===== src/rtl/pipeline_pkg.sv =====
// rtl/pipeline_pkg.sv - shared ALU op, forwarding select and ID/EX control types
package pipeline_pkg;

    typedef enum logic [2:0] {
        ADD = 3'b000,
        SUB = 3'b001,
        AND = 3'b010,
        OR  = 3'b011,
        SLT = 3'b101
    } alu_op_t;

    typedef enum logic [1:0] {
        FWD_REG = 2'b00,
        FWD_WB  = 2'b01,
        FWD_MEM = 2'b10
    } fwd_sel_t;

    typedef struct packed {
        logic valid;
        logic alu_src;
        logic reg_dst;
        logic reg_write;
        logic mem_to_reg;
        logic mem_write;
        logic branch;
    } id_ex_ctrl_t;

endpackage


===== src/rtl/id_ex_stage_if.sv =====
// rtl/id_ex_stage_if.sv - decode-side inputs, forwarding sources and execute-side outputs
interface id_ex_stage_if #(
    parameter int WIDTH = 32,
    parameter int RADDR = 5
);
    logic             stall;
    logic             flush;
    logic             id_valid;
    logic [WIDTH-1:0] id_rd1;
    logic [WIDTH-1:0] id_rd2;
    logic [WIDTH-1:0] id_imm;
    logic [RADDR-1:0] id_rs;
    logic [RADDR-1:0] id_rt;
    logic [RADDR-1:0] id_rd;
    logic [2:0]       id_alu_control;
    logic             id_alu_src;
    logic             id_reg_dst;
    logic             id_reg_write;
    logic             id_mem_to_reg;
    logic             id_mem_write;
    logic             id_branch;
    logic             mem_reg_write;
    logic [RADDR-1:0] mem_write_reg;
    logic [WIDTH-1:0] mem_alu_result;
    logic             wb_reg_write;
    logic [RADDR-1:0] wb_write_reg;
    logic [WIDTH-1:0] wb_result;
    logic [WIDTH-1:0] ex_src1;
    logic [WIDTH-1:0] ex_src2;
    logic [2:0]       ex_alu_control;
    logic [WIDTH-1:0] ex_store_data;
    logic [RADDR-1:0] ex_write_reg;
    logic             ex_reg_write;
    logic             ex_mem_to_reg;
    logic             ex_mem_write;
    logic             ex_branch;
    logic             ex_valid;
    logic [1:0]       fwd_a;
    logic [1:0]       fwd_b;
    logic             load_use;

    modport master (
        output stall, flush, id_valid, id_rd1, id_rd2, id_imm, id_rs, id_rt, id_rd,
               id_alu_control, id_alu_src, id_reg_dst, id_reg_write, id_mem_to_reg,
               id_mem_write, id_branch, mem_reg_write, mem_write_reg, mem_alu_result,
               wb_reg_write, wb_write_reg, wb_result,
        input  ex_src1, ex_src2, ex_alu_control, ex_store_data, ex_write_reg,
               ex_reg_write, ex_mem_to_reg, ex_mem_write, ex_branch, ex_valid,
               fwd_a, fwd_b, load_use
    );

    modport slave (
        input  stall, flush, id_valid, id_rd1, id_rd2, id_imm, id_rs, id_rt, id_rd,
               id_alu_control, id_alu_src, id_reg_dst, id_reg_write, id_mem_to_reg,
               id_mem_write, id_branch, mem_reg_write, mem_write_reg, mem_alu_result,
               wb_reg_write, wb_write_reg, wb_result,
        output ex_src1, ex_src2, ex_alu_control, ex_store_data, ex_write_reg,
               ex_reg_write, ex_mem_to_reg, ex_mem_write, ex_branch, ex_valid,
               fwd_a, fwd_b, load_use
    );
endinterface


===== src/rtl/id_ex_stage_forward_unit.sv =====
// rtl/id_ex_stage_forward_unit.sv - combinational RAW forwarding select for rs and rt
module forward_unit
    import pipeline_pkg::*;
#(
    parameter int RADDR = 5
) (
    input  logic [RADDR-1:0] i_rs,
    input  logic [RADDR-1:0] i_rt,
    input  logic             i_mem_reg_write,
    input  logic [RADDR-1:0] i_mem_write_reg,
    input  logic             i_wb_reg_write,
    input  logic [RADDR-1:0] i_wb_write_reg,
    output fwd_sel_t         o_fwd_a,
    output fwd_sel_t         o_fwd_b
);

    // The younger EX/MEM result shadows MEM/WB; r0 is hard-wired and never forwarded.
    function automatic fwd_sel_t pick(input logic [RADDR-1:0] src);
        if (i_mem_reg_write && (i_mem_write_reg != '0) && (i_mem_write_reg == src))
            return FWD_MEM;
        else if (i_wb_reg_write && (i_wb_write_reg != '0) && (i_wb_write_reg == src))
            return FWD_WB;
        else
            return FWD_REG;
    endfunction

    assign o_fwd_a = pick(i_rs);
    assign o_fwd_b = pick(i_rt);

endmodule


===== src/rtl/id_ex_stage.sv =====
// rtl/id_ex_stage.sv - ID/EX pipeline register with operand forwarding and load-use detection
module id_ex_stage
    import pipeline_pkg::*;
#(
    parameter int WIDTH = 32,
    parameter int RADDR = 5
) (
    input  logic          clk,
    input  logic          reset_n,
    id_ex_stage_if.slave  bus
);

    id_ex_ctrl_t      r_ctrl;
    alu_op_t          r_alu_control;
    logic [WIDTH-1:0] r_rd1;
    logic [WIDTH-1:0] r_rd2;
    logic [WIDTH-1:0] r_imm;
    logic [RADDR-1:0] r_rs;
    logic [RADDR-1:0] r_rt;
    logic [RADDR-1:0] r_rd;

    fwd_sel_t         w_fwd_a;
    fwd_sel_t         w_fwd_b;
    logic [WIDTH-1:0] w_src1;
    logic [WIDTH-1:0] w_store_data;
    logic             w_load_use;

    assign w_load_use = r_ctrl.valid && r_ctrl.mem_to_reg && bus.id_valid &&
                        ((r_rt == bus.id_rs) || (r_rt == bus.id_rt)) && (r_rt != '0);

    always_ff @(posedge clk or negedge reset_n) begin
        if (!reset_n) begin
            r_ctrl        <= '0;
            r_alu_control <= ADD;
            r_rd1         <= '0;
            r_rd2         <= '0;
            r_imm         <= '0;
            r_rs          <= '0;
            r_rt          <= '0;
            r_rd          <= '0;
        end else if (bus.flush || (!bus.stall && w_load_use)) begin
            r_ctrl        <= '0;
            r_alu_control <= ADD;
            r_rd1         <= '0;
            r_rd2         <= '0;
            r_imm         <= '0;
            r_rs          <= '0;
            r_rt          <= '0;
            r_rd          <= '0;
        end else if (!bus.stall) begin
            r_ctrl.valid      <= bus.id_valid;
            r_ctrl.alu_src    <= bus.id_alu_src;
            r_ctrl.reg_dst    <= bus.id_reg_dst;
            r_ctrl.reg_write  <= bus.id_reg_write;
            r_ctrl.mem_to_reg <= bus.id_mem_to_reg;
            r_ctrl.mem_write  <= bus.id_mem_write;
            r_ctrl.branch     <= bus.id_branch;
            r_alu_control     <= alu_op_t'(bus.id_alu_control);
            r_rd1             <= bus.id_rd1;
            r_rd2             <= bus.id_rd2;
            r_imm             <= bus.id_imm;
            r_rs              <= bus.id_rs;
            r_rt              <= bus.id_rt;
            r_rd              <= bus.id_rd;
        end
    end

    forward_unit #(.RADDR(RADDR)) u_forward_unit (
        .i_rs            (r_rs),
        .i_rt            (r_rt),
        .i_mem_reg_write (bus.mem_reg_write),
        .i_mem_write_reg (bus.mem_write_reg),
        .i_wb_reg_write  (bus.wb_reg_write),
        .i_wb_write_reg  (bus.wb_write_reg),
        .o_fwd_a         (w_fwd_a),
        .o_fwd_b         (w_fwd_b)
    );

    always_comb begin
        w_src1       = r_rd1;
        w_store_data = r_rd2;
        case (w_fwd_a)
            FWD_MEM: w_src1 = bus.mem_alu_result;
            FWD_WB:  w_src1 = bus.wb_result;
            default: w_src1 = r_rd1;
        endcase
        case (w_fwd_b)
            FWD_MEM: w_store_data = bus.mem_alu_result;
            FWD_WB:  w_store_data = bus.wb_result;
            default: w_store_data = r_rd2;
        endcase
    end

    assign bus.ex_src1        = w_src1;
    assign bus.ex_store_data  = w_store_data;
    assign bus.ex_src2        = r_ctrl.alu_src ? r_imm : w_store_data;
    assign bus.ex_alu_control = r_alu_control;
    assign bus.ex_write_reg   = r_ctrl.reg_dst ? r_rd : r_rt;
    assign bus.ex_reg_write   = r_ctrl.reg_write;
    assign bus.ex_mem_to_reg  = r_ctrl.mem_to_reg;
    assign bus.ex_mem_write   = r_ctrl.mem_write;
    assign bus.ex_branch      = r_ctrl.branch;
    assign bus.ex_valid       = r_ctrl.valid;
    assign bus.fwd_a          = w_fwd_a;
    assign bus.fwd_b          = w_fwd_b;
    assign bus.load_use       = w_load_use;

endmodule


===== src/flat_wrapper.sv =====
// flat-port wrapper written by rule: the top's interface ports become plain ports
module id_ex_stage_flat import pipeline_pkg::*;
#(
    parameter int WIDTH = 32,
    parameter int RADDR = 5
)
  (clk, reset_n, bus_stall, bus_flush, bus_id_valid, bus_id_rd1, bus_id_rd2, bus_id_imm, bus_id_rs, bus_id_rt, bus_id_rd, bus_id_alu_control, bus_id_alu_src, bus_id_reg_dst, bus_id_reg_write, bus_id_mem_to_reg, bus_id_mem_write, bus_id_branch, bus_mem_reg_write, bus_mem_write_reg, bus_mem_alu_result, bus_wb_reg_write, bus_wb_write_reg, bus_wb_result, bus_ex_src1, bus_ex_src2, bus_ex_alu_control, bus_ex_store_data, bus_ex_write_reg, bus_ex_reg_write, bus_ex_mem_to_reg, bus_ex_mem_write, bus_ex_branch, bus_ex_valid, bus_fwd_a, bus_fwd_b, bus_load_use);
  id_ex_stage_if #(.WIDTH(WIDTH), .RADDR(RADDR)) bus_i ();
  input  logic clk;
  input  logic reset_n;
  input wire logic [$bits(bus_i.stall)-1:0] bus_stall;
  input wire logic [$bits(bus_i.flush)-1:0] bus_flush;
  input wire logic [$bits(bus_i.id_valid)-1:0] bus_id_valid;
  input wire logic [$bits(bus_i.id_rd1)-1:0] bus_id_rd1;
  input wire logic [$bits(bus_i.id_rd2)-1:0] bus_id_rd2;
  input wire logic [$bits(bus_i.id_imm)-1:0] bus_id_imm;
  input wire logic [$bits(bus_i.id_rs)-1:0] bus_id_rs;
  input wire logic [$bits(bus_i.id_rt)-1:0] bus_id_rt;
  input wire logic [$bits(bus_i.id_rd)-1:0] bus_id_rd;
  input wire logic [$bits(bus_i.id_alu_control)-1:0] bus_id_alu_control;
  input wire logic [$bits(bus_i.id_alu_src)-1:0] bus_id_alu_src;
  input wire logic [$bits(bus_i.id_reg_dst)-1:0] bus_id_reg_dst;
  input wire logic [$bits(bus_i.id_reg_write)-1:0] bus_id_reg_write;
  input wire logic [$bits(bus_i.id_mem_to_reg)-1:0] bus_id_mem_to_reg;
  input wire logic [$bits(bus_i.id_mem_write)-1:0] bus_id_mem_write;
  input wire logic [$bits(bus_i.id_branch)-1:0] bus_id_branch;
  input wire logic [$bits(bus_i.mem_reg_write)-1:0] bus_mem_reg_write;
  input wire logic [$bits(bus_i.mem_write_reg)-1:0] bus_mem_write_reg;
  input wire logic [$bits(bus_i.mem_alu_result)-1:0] bus_mem_alu_result;
  input wire logic [$bits(bus_i.wb_reg_write)-1:0] bus_wb_reg_write;
  input wire logic [$bits(bus_i.wb_write_reg)-1:0] bus_wb_write_reg;
  input wire logic [$bits(bus_i.wb_result)-1:0] bus_wb_result;
  output wire logic [$bits(bus_i.ex_src1)-1:0] bus_ex_src1;
  output wire logic [$bits(bus_i.ex_src2)-1:0] bus_ex_src2;
  output wire logic [$bits(bus_i.ex_alu_control)-1:0] bus_ex_alu_control;
  output wire logic [$bits(bus_i.ex_store_data)-1:0] bus_ex_store_data;
  output wire logic [$bits(bus_i.ex_write_reg)-1:0] bus_ex_write_reg;
  output wire logic [$bits(bus_i.ex_reg_write)-1:0] bus_ex_reg_write;
  output wire logic [$bits(bus_i.ex_mem_to_reg)-1:0] bus_ex_mem_to_reg;
  output wire logic [$bits(bus_i.ex_mem_write)-1:0] bus_ex_mem_write;
  output wire logic [$bits(bus_i.ex_branch)-1:0] bus_ex_branch;
  output wire logic [$bits(bus_i.ex_valid)-1:0] bus_ex_valid;
  output wire logic [$bits(bus_i.fwd_a)-1:0] bus_fwd_a;
  output wire logic [$bits(bus_i.fwd_b)-1:0] bus_fwd_b;
  output wire logic [$bits(bus_i.load_use)-1:0] bus_load_use;
  assign bus_i.stall = bus_stall;
  assign bus_i.flush = bus_flush;
  assign bus_i.id_valid = bus_id_valid;
  assign bus_i.id_rd1 = bus_id_rd1;
  assign bus_i.id_rd2 = bus_id_rd2;
  assign bus_i.id_imm = bus_id_imm;
  assign bus_i.id_rs = bus_id_rs;
  assign bus_i.id_rt = bus_id_rt;
  assign bus_i.id_rd = bus_id_rd;
  assign bus_i.id_alu_control = bus_id_alu_control;
  assign bus_i.id_alu_src = bus_id_alu_src;
  assign bus_i.id_reg_dst = bus_id_reg_dst;
  assign bus_i.id_reg_write = bus_id_reg_write;
  assign bus_i.id_mem_to_reg = bus_id_mem_to_reg;
  assign bus_i.id_mem_write = bus_id_mem_write;
  assign bus_i.id_branch = bus_id_branch;
  assign bus_i.mem_reg_write = bus_mem_reg_write;
  assign bus_i.mem_write_reg = bus_mem_write_reg;
  assign bus_i.mem_alu_result = bus_mem_alu_result;
  assign bus_i.wb_reg_write = bus_wb_reg_write;
  assign bus_i.wb_write_reg = bus_wb_write_reg;
  assign bus_i.wb_result = bus_wb_result;
  assign bus_ex_src1 = bus_i.ex_src1;
  assign bus_ex_src2 = bus_i.ex_src2;
  assign bus_ex_alu_control = bus_i.ex_alu_control;
  assign bus_ex_store_data = bus_i.ex_store_data;
  assign bus_ex_write_reg = bus_i.ex_write_reg;
  assign bus_ex_reg_write = bus_i.ex_reg_write;
  assign bus_ex_mem_to_reg = bus_i.ex_mem_to_reg;
  assign bus_ex_mem_write = bus_i.ex_mem_write;
  assign bus_ex_branch = bus_i.ex_branch;
  assign bus_ex_valid = bus_i.ex_valid;
  assign bus_fwd_a = bus_i.fwd_a;
  assign bus_fwd_b = bus_i.fwd_b;
  assign bus_load_use = bus_i.load_use;
  id_ex_stage #(.WIDTH(WIDTH), .RADDR(RADDR)) u_core (.clk(clk), .reset_n(reset_n), .bus(bus_i));
endmodule

===== config.mk =====
export PLATFORM = sky130hd
export DESIGN_NAME = id_ex_stage_flat
export DESIGN_NICKNAME = d
export VERILOG_FILES = /design/src/rtl/pipeline_pkg.sv /design/src/rtl/id_ex_stage_if.sv /design/src/rtl/id_ex_stage_forward_unit.sv /design/src/rtl/id_ex_stage.sv /design/src/flat_wrapper.sv
export SDC_FILE = /design/constraint.sdc
export NUM_CORES = 1
export LEC_CHECK = 0
export ABC_AREA = 0
export BUFFER_PORTS_ARGS = -buffer_cell sky130_fd_sc_hd__buf_2
export CORE_MARGIN = 1.5
export CORE_UTILIZATION = 44
export DETAILED_ROUTE_END_ITERATION = 10
export PLACE_DENSITY_LB_ADDON = 0.15
export REMOVE_ABC_BUFFERS = 1
export SYNTH_ARGS = -nofsm -noshare
export SYNTH_HDL_FRONTEND = slang
export SYNTH_SLANG_ARGS = --single-unit

===== constraint.sdc =====
create_clock -name clk -period 2 [get_ports clk]
set_input_delay 0.2 -clock clk [delete_from_list [all_inputs] [get_ports clk]]
set_output_delay 0.2 -clock clk [all_outputs]
set_load 0.005 [all_outputs]

==> summary.txt, run 1 <==
Synth area leaders = dfrtp_1, mux2i_1, nand2_1, a32o_1, a221oi_2
Drt total wl = 32,000 µm
Sequential share of power = 36.8%
Net Sw Frac = 28.2%
Worst hold stages = 2
Final nets = 1,376
CP Capture Type = output pin
Reg2reg path depth = 9
Slew @ Worst Pin = 551 ps
Final worst setup slack = -553 ps
Worst Clk Skew = 8.99 ps
Max-capacitance violation count = 0
Clk_lat worst skew = 420 ps
Die width = 133 µm
Congestion Overflow GR = 0
RSZ-0062 raised after global routing = true
Achievable clock frequency = 392 MHz
Async SR Flop Fraction = 100%
WL per Instance = 22.7 µm
Number of global-route vias before repair = 7,972
CTS Buf Count = 17
Starting Density = 45.2%
Fin crit period = 2550 ps
Placed cells = 1,324
#FFs+latches synth = 121
Final period util = 128%
Layout cells sized above 1 = 55.5%
GPL Wtd Cong = 0.895
Worst-path clk slew = 60 ps
Status = finished with violations
Clock Power Share = 41.0%
LEAKAGE = 5.60 nW
Clock Tree Root = clkbuf_16
PortBufs = 314
Die Ht = 133 µm
# IOs = 315
DRT Pass-1 Iters = 5
Largest net degree at the start of global routing = 63
H-tree Lvls = 4
Cell variety after synth = 35
PwrDens = 600 mW/mm²
Die area = 0.0178 mm²
WS Path Type = reg2out
Synth Cell Area = 0.00749 mm²
Net Sw Power = 0.00207 W
Area delta synth->final = 63.4%
Antenna-violating nets left = 0
Syn Inst Count = 812
Residual DRC = 0
Synth top area share = 40.4%
Top post-synthesis cells by count = nand2_1, dfrtp_1, o22ai_1
Critical Path RT = 1800 ps
Top flop regs = u_core.r_imm x32, u_core.r_rd1 x32, u_core.r_rd2 x32
Top-count cell post-synth = nand2_1
Vias per cell = 5.90
Ys Warns = 0
Rel. slew slack = 63.3%
Sink Count = 121
CTS max path bufs = 2
Initial DRC Count = 561
Fin. Hold Viols = 0
Utilization after layout = 73.8%
Combinational Power Share = 22.2%
Routed vias = 8,318
Number of synthesized flops with an enable pin = 0
Post-synthesis sequential area ratio = 40.4%
Post-DP HPWL = 18,200 µm
Total Power = 0.00735 W
Min-delay worst type = in2reg
Failing checks = negative setup slack
Main synth FF type = dfrtp_1
CP Data Arrival Time = 2350 ps
Avg Cell Area, Syn = 9.23 µm²
Initial antenna violation count = 3
CP startpoint kind = flip-flop
GRT Overall Usage = 33.0%
Row count = 47
CTS tree = done
Max VDD drop = 0.580 mV
Final setup fails = 221
Max-slew violations = 0
Global-route wire length before repair = 45,000 µm
Post-synth top area cell = dfrtp_1
Crit Path Max Fanout = 8
Total core area = 0.0166 mm²
Finished Layout Cells = 1,410
P_int = 0.00528 W
[cells in the final DEF (no fill, tap or decap), drive strengths merged, types with 34 or more instances in the layout]
cell type / instances
dfrtp: 121
nand2: 153
nor3: 38
buf: 418
clkbuf: 34
a32o: 55
o22ai: 66
nor2: 38
mux2i: 64
inv: 34
[worst max-delay path, cell delays in order, from the launching register on]
cell      delay, ps
dfrtp_2         450
xor2_1          170
nor3_1          130
buf_4           140
nand4_4         120
buf_12          180
buf_12          160
mux2i_4         190
a221oi_2        220
buf_2           150
[layer usage]
metal  vias up  track usage (%)  share of wire [%]
met5         -                0              0.038
met4         2             13.4                4.1
met3       100             7.08                7.9
met2       453             55.2                 49
met1      4070             41.6                 39
li1       3693                -                  -
[path summary, 6_finish.rpt]
| check | end | from | slack, ps |
|---|---|---|---|
| worst max-delay path | bus_ex_src2[4] | u_core.r_rt[4] | -550 |
| worst min-delay path | u_core.r_imm[15] | bus_id_imm[15] | 20 |
| worst max register to register | u_core.bus.ex_alu_control[1] | u_core.r_rt[4] | -260 |
| worst min register to register | u_core.bus.ex_alu_control[2] | u_core.bus.ex_alu_control[2] | 490 |
| max in group asynchronous | u_core.r_rd1[14] | reset_n | 1110 |
| min in group asynchronous | u_core.r_imm[23] | reset_n | 310 |
[per-stage QoR]
stage | hold slack [ps] | area, µm² | setup TNS (ps) | setup slack (ps)
6_report | 24.3 | 12200 | -64180 | -553
4_1_cts | 13.5 | 11400 | -50840 | -537
3_3_place_gp | 204 | 9580 | -16070 | -203
2_1_floorplan | -95.6 | 6990 | -294430 | -2040
3_5_place_dp | 198 | 9580 | -22050 | -244
5_1_grt | 14.7 | 12200 | -81730 | -690
[cell families (layout without fill, tap and decap cells)]
group,after synthesis,after routing,synth area share [%]
muxes,69,69,9.30
AOI/OAI and AO/OA,221,221,23.7
DFF,121,121,40.4
xor gates and xnor gates,30,30,3.51
buffers and inverters,121,497,8.37
and+or+nand+nor,250,250,14.7
other,0,2,0
[power groups by stage]
stage	Clock [W]	Combinational (W)	Sequential [W]
2_1_floorplan	0	0.000563	0.00272
3_3_place_gp	0	0.00132	0.00272
3_5_place_dp	0	0.00133	0.00273
4_1_cts	0.00302	0.00150	0.00269
5_1_grt	0.00317	0.00174	0.00271
6_report	0.00301	0.00163	0.00270
[final cells by class]
| class | instances | area (µm²) |
|---|---|---|
| antenna | 2 | 5.00 |
| clock buffer | 23 | 468 |
| clock inverter | 9 | 97.6 |
| fill | 1205 | 4340 |
| inverter | 34 | 138 |
| multi-input combinational | 570 | 4840 |
| sequential | 121 | 3030 |
| tap | 220 | 275 |
| timing repair buffer | 431 | 3390 |
[repair_timing]
item / 4_1_cts / 5_1_grt
gates resized for setup: 148 / 113
pin swaps: 17 / 23
cloned: 15 / 12
endpoints found under the setup margin: 220 / 220
setup buffers: 18 / 11
hold buffers: 1 / 0
hold endpoints to repair: 30 / 0
(Power assumes the default switching activity.)
==> run 2, diff against run 1 <==
Settings changed: ABC_AREA 0 to 1, SLEW_MARGIN from default to 25.
==> summary.txt, run 2 <==
Status = finished with violations (unchanged)
Failing checks = negative setup slack (unchanged)
Async SR Flop Fraction = 100% (unchanged)
Drt total wl = 30,900 µm (was 32,000 µm)
Slew @ Worst Pin = 536 ps (was 551 ps)
Crit Path Max Fanout = 10 (was 8)
CP Data Arrival Time = 2230 ps (was 2350 ps)
Worst Clk Skew = 10.2 ps (was 8.99 ps)
Max-capacitance violation count = 0 (unchanged)
Area delta synth->final = 51.6% (was 63.4%)
Utilization after layout = 69.1% (was 73.8%)
Critical Path RT = 1800 ps (about the same)
Final period util = 121% (was 128%)
Max-slew violations = 0 (unchanged)
Final nets = 1,572 (was 1,376)
Main synth FF type = dfrtp_1 (unchanged)
Final worst setup slack = -428 ps (was -553 ps)
Die width = 132 µm (was 133 µm)
Synth Cell Area = 0.00731 mm² (was 0.00749 mm²)
Die Ht = 132 µm (was 133 µm)
Total core area = 0.0161 mm² (was 0.0166 mm²)
GPL Wtd Cong = 0.919 (was 0.895)
Residual DRC = 0 (unchanged)
FF+latch area = 0.00303 mm² (about the same)
Top post-synthesis cells by count = nand2_1, dfrtp_1, nand3_1 (was nand2_1, dfrtp_1, o22ai_1)
Syn Inst Count = 1,037 (was 812)
# IOs = 315 (unchanged)
Fin. Hold Viols = 0 (unchanged)
Number of synthesized flops with an enable pin = 0 (unchanged)
CP Capture Type = output pin (unchanged)
Initial antenna violation count = 7 (was 3)
PwrDens = 670 mW/mm² (was 600 mW/mm²)
Critical path startpoint = u_core.r_rt[2] (was u_core.r_rt[4])
H-tree Lvls = 4 (unchanged)
Top flop regs = u_core.r_imm x32, u_core.r_rd1 x32, u_core.r_rd2 x32 (unchanged)
R2R Path Start = u_core.r_rt[1] (was u_core.r_rt[4])
Cell variety after synth = 27 (was 35)
WL per Instance = 19.3 µm (was 22.7 µm)
Starting Density = 45.6% (was 45.2%)
Largest net degree at the start of global routing = 101 (was 63)
Row count = 46 (was 47)
Ys Warns = 0 (unchanged)
Worst hold start = bus_id_rd2[2] (was bus_id_imm[15])
#FFs+latches synth = 121 (unchanged)
Final setup fails = 117 (was 221)
Flop-to-flop setup slack = -70 ps (was -260 ps)
WS Path Type = reg2out (unchanged)
Avg Cell Area, Syn = 7.05 µm² (was 9.23 µm²)
Layout cells sized above 1 = 41.8% (was 55.5%)
Place WS = -146 ps (was -244 ps)
Max VDD drop = 0.480 mV (was 0.580 mV)
Number of global-route vias before repair = 8,154 (was 7,972)
CTS tree = done (unchanged)
FF-to-FF End = u_core.r_imm[18] (was u_core.bus.ex_alu_control[1])
Commonest non-fill, non-tap cell in the layout = nand2_1 (was buf_2)
Reg2reg path depth = 10 (was 9)
Clk_lat worst skew = 420 ps (about the same)
Congestion Overflow GR = 0 (unchanged)
Rel. slew slack = 64.3% (was 63.3%)
Antenna-violating nets left = 0 (unchanged)
Die area = 0.0174 mm² (was 0.0178 mm²)
Vias per cell = 5.55 (was 5.90)
PortBufs = 314 (unchanged)
Area of the multi-input gates = 0.00432 mm² (was 0.00484 mm²)
Global-route wire length before repair = 44,800 µm (was 45,000 µm)
Post-synthesis sequential area ratio = 41.4% (was 40.4%)
Fin crit period = 2430 ps (was 2550 ps)
Sink Count = 121 (unchanged)
Top-count cell post-synth = nand2_1 (unchanged)
CTS max path bufs = 2 (unchanged)
Post-synth top area cell = dfrtp_1 (unchanged)
Post-DP HPWL = 18,000 µm (was 18,200 µm)
Filler cells = 1,377 (was 1,205)
DRT Pass-1 Iters = 5 (unchanged)
Routed vias = 8,900 (was 8,318)
Worst-path clk slew = 60 ps (about the same)
Synth area leaders = dfrtp_1, nand2_1, nand3_1, nand4_1, o21ai_0 (was dfrtp_1, mux2i_1, nand2_1, a32o_1, a221oi_2)
CTS Buf Count = 17 (unchanged)
Achievable clock frequency = 412 MHz (was 392 MHz)
Hold Crit Endpoint = u_core.r_rd2[2] (was u_core.r_imm[15])
Clock Tree Root = clkbuf_16 (unchanged)
Synth top area share = 41.4% (was 40.4%)
GRT Overall Usage = 33.0% (about the same)
RSZ-0062 raised after global routing = true (unchanged)
Most frequent cells in the layout = nand2_1, buf_2, dfrtp_1, nand3_1, nand4_1 (was buf_2, nand2_1, dfrtp_1, a32o_1, buf_4)
CP startpoint kind = flip-flop (unchanged)
Min-delay worst type = in2reg (unchanged)
LEAKAGE = 6.41 nW (was 5.60 nW)
Initial DRC Count = 699 (was 561)
Worst hold stages = 3 (was 2)
## run 2: logic make-up after synthesis
family,after synthesis,share of synthesized area (%)
and+or+nand+nor,729,44.2
buffers and inverters,103,7.30
DFF,121,41.4
muxes,1,0.154
AOI/OAI and AO/OA,59,4.04
xor gates and xnor gates,24,2.87
## run 2: final cells by class
class                           instances  share of cell area [%]
Sequential cell                       121                    27.3
Antenna cell                            5                   0.113
Multi-Input combinational cell        814                    39.0
Tap cell                              216                    2.44
Clock inverter                          6                    1.21
Timing Repair Buffer                  397                    24.4
Inverter                               20                   0.835
Clock buffer                           24                    4.70
## run 2: worst max-delay path, stage by stage (launching register included)
cell,delay [ps]
dfrtp_2,490
nand2_1,130
nand2_1,70
nor2_1,110
nand3_1,140
nor2_4,150
buf_4,140
buf_12,140
nand3_1,100
nand3_2,120
nand2_1,50
nand2_1,70
buf_2,110
## run 2: what timing repair did
| action | in CTS | in global routing |
|---|---|---|
| hold buffers | 1 | 0 |
| endpoints found under the setup margin | 101 | 101 |
| pin swaps | 23 | 21 |
| gates cloned | 6 | 9 |
| endpoints found under the hold margin | 35 | 0 |
| buffers inserted | 15 | 13 |
| resized for setup | 109 | 74 |
## run 2: where the power goes
part           leakage [nW]  internal, W  switching [W]
Clock                 0.324      0.00231        0.00109
Combinational          4.48     0.000591       0.000766
Sequential             1.60      0.00259      0.0000955
## run 2: how the worst max path moves through the flow
stage                       end  slack, ps
2_1_floorplan  u_core.r_imm[10]      -3490
3_3_place_gp    bus_ex_src1[19]        -90
3_5_place_dp     bus_ex_src1[2]       -150
4_1_cts          bus_ex_src2[6]       -340
5_1_grt         bus_ex_src2[31]       -530
6_report        bus_ex_src2[20]       -430
## run 2: stage by stage
stage | hold slack (ps) | cells | setup TNS, ps | instance area [µm²] | power (W)
finish | 28.3 | 1603 | -32110 | 11100 | 0.00743
global route | 39.4 | 1603 | -47390 | 11100 | 0.00771
CTS | 22.2 | 1580 | -24470 | 10600 | 0.00738
detailed placement | 205 | 1528 | -3340 | 9200 | 0.00390
global placement | 204 | 1528 | -2120 | 9200 | 0.00389
floorplan | -95.6 | 954 | -455520 | 6860 | 0.00321
## run 2: metal layers
layer / GRT usage (%) / up-vias / share of wire, %
li1: - / 4071 / -
met1: 41.8 / 4209 / 38
met2: 54.6 / 518 / 48
met3: 6.69 / 98 / 9.1
met4: 14.4 / 4 / 4.1
met5: 0 / - / 0.068
==> run 3, diff against run 2 <==
Settings changed: MAX_ROUTING_LAYER from default to met4.
==> summary.txt, run 3 (same netlist as run 2, synthesis figures left out) <==
LEAKAGE = 6.68 nW (was 6.41 nW)
Worst-path clk slew = 60 ps (about the same)
Antenna-violating nets left = 0 (unchanged)
Crit Path Max Fanout = 8 (was 10)
Clk_lat worst skew = 430 ps (was 420 ps)
Max VDD drop = 0.728 mV (was 0.480 mV)
Largest net degree at the start of global routing = 100 (was 101)
Max-capacitance violation count = 0 (unchanged)
Slew @ Worst Pin = 647 ps (was 536 ps)
Top flop regs = u_core.r_imm x32, u_core.r_rd1 x32, u_core.r_rd2 x32 (unchanged)
Total core area = 0.0161 mm² (unchanged)
Achievable clock frequency = 421 MHz (was 412 MHz)
GPL Wtd Cong = 0.914 (was 0.919)
DP Area = 0.00924 mm² (was 0.00920 mm²)
Final Instance Area = 0.0119 mm² (was 0.0111 mm²)
# IOs = 315 (unchanged)
Row count = 46 (unchanged)
Status = finished with violations (unchanged)
CTS Buf Count = 17 (unchanged)
WL per Instance = 20.5 µm (was 19.3 µm)
Utilization after layout = 74.2% (was 69.1%)
Most frequent cells in the layout = nand2_1, buf_2, dfrtp_1, nand3_2, nand4_1 (was nand2_1, buf_2, dfrtp_1, nand3_1, nand4_1)
Die width = 132 µm (unchanged)
Area delta synth->final = 62.8% (was 51.6%)
Final worst setup slack = -374 ps (was -428 ps)
Rel. slew slack = 56.8% (was 64.3%)
Final setup fails = 192 (was 117)
Min-delay worst type = in2reg (unchanged)
Filler cells = 1,229 (was 1,377)
Sink Count = 121 (unchanged)
Number of global-route vias before repair = 8,119 (was 8,154)
Global-route wire length before repair = 44,700 µm (was 44,800 µm)
Commonest non-fill, non-tap cell in the layout = nand2_1 (unchanged)
Die area = 0.0174 mm² (unchanged)
Post-DP HPWL = 18,100 µm (was 18,000 µm)
WS Path Type = reg2out (unchanged)
Max-slew violations = 0 (unchanged)
Place WS = -157 ps (was -146 ps)
CP startpoint kind = flip-flop (unchanged)
Initial DRC Count = 887 (was 699)
PortBufs = 314 (unchanged)
Critical Path RT = 1800 ps (about the same)
Residual DRC = 0 (unchanged)
Layout cells sized above 1 = 46.9% (was 41.8%)
Total Power = 0.00723 W (was 0.00743 W)
Fin crit period = 2370 ps (was 2430 ps)
CTS tree = done (unchanged)
Die Ht = 132 µm (unchanged)
CP Capture Type = output pin (unchanged)
Routed vias = 9,114 (was 8,900)
Failing checks = negative setup slack (unchanged)
FF+latch area = 0.00303 mm² (about the same)
Initial antenna violation count = 7 (unchanged)
DRT Pass-1 Iters = 6 (was 5)
Fin. Hold Viols = 0 (unchanged)
Drt total wl = 33,400 µm (was 30,900 µm)
H-tree Lvls = 4 (unchanged)
Final nets = 1,591 (was 1,572)
CTS max path bufs = 2 (unchanged)
Worst Clk Skew = 7.52 ps (was 10.2 ps)
Fin Hold WS = 19.2 ps (was 28.3 ps)
GRT Overall Usage = 34.1% (was 33.0%)
PwrDens = 607 mW/mm² (was 670 mW/mm²)
Vias per cell = 5.61 (was 5.55)
Area of the multi-input gates = 0.00468 mm² (was 0.00432 mm²)
RSZ-0062 raised after global routing = true (unchanged)
Congestion Overflow GR = 0 (unchanged)
Clock Tree Root = clkbuf_16 (unchanged)
CP Data Arrival Time = 2170 ps (was 2230 ps)
Starting Density = 45.6% (unchanged)
Final period util = 119% (was 121%)
-- run 3: cell types whose count changed in the layout (fill, tap and decap cells not counted), sizes merged, moves of 2 or more --
cell      delta
buf          +8
bufinv       -2
clkbuf       +4
clkinv       +6
clkinvlp     +4
diode        +2
-- run 3: routing by layer --
layer,share of wire [%],vias up,global-route usage [%]
met5,0,-,-
met4,3.9,0,11.6
met3,9.3,108,7.84
met2,49,542,55.1
met1,38,4340,42.2
li1,-,4124,-
-- run 3: cell type report --
type | instances | share of cell area [%]
diodes | 7 | 0.147
clock buffers | 19 | 3.72
clock inverters | 13 | 1.08
inverters | 20 | 0.883
multi-input cells | 815 | 39.3
flip-flops and latches | 121 | 25.5
well taps | 216 | 2.27
repair buffers | 415 | 27.1
-- run 3: repair_timing --
item / 4_1_cts / 5_1_grt
hold buffers: 1 / 0
gates cloned: 9 / 20
buffers inserted: 13 / 17
gates resized for setup: 90 / 209
hold endpoints to repair: 25 / 0
pin swaps: 7 / 40
endpoints found under the setup margin: 101 / 212
-- run 3: path summary, 6_finish.rpt --
kind / from / end / slack, ps / cells after the start
setup / recovery: u_core.r_rt[0] / bus_ex_src2[4] / -370 / 12
hold / removal: bus_id_imm[11] / u_core.r_imm[11] / 20 / 3
setup reg to reg: u_core.r_rt[0] / u_core.r_rd1[16] / -150 / 12
hold reg to reg: u_core.bus.ex_mem_write / u_core.bus.ex_mem_write / 480 / 2
max in group asynchronous: reset_n / u_core.r_rd2[2] / 1040 / 3
min in group asynchronous: reset_n / u_core.r_rd1[10] / 190 / 2
-- run 3: report_power, final --
part	switching, W	leakage [nW]	internal (W)	total [W]
clock network	0.00116	0.274	0.00185	0.00300
logic	0.000843	4.80	0.000694	0.00154
registers	0.000103	1.60	0.00259	0.00269
-- run 3: critical path, cell delays in order, from the launching register on --
cell      delay, ps
dfrtp_2         480
xnor2_2         150
nand2_2         100
nor2_4          140
nand3_4          80
buf_12          160
clkinv_8         90
buf_12          160
nand2_2          60
nand3_2          90
nand2_2          50
nand2_1          60
buf_2           120
-- run 3: through the flow --
stage	cells	setup TNS [ps]
global placement	1529	-1940
floorplan	954	-455520
global route	1626	-50950
CTS	1584	-23310
detailed placement	1529	-4000
finish	1626	-37910
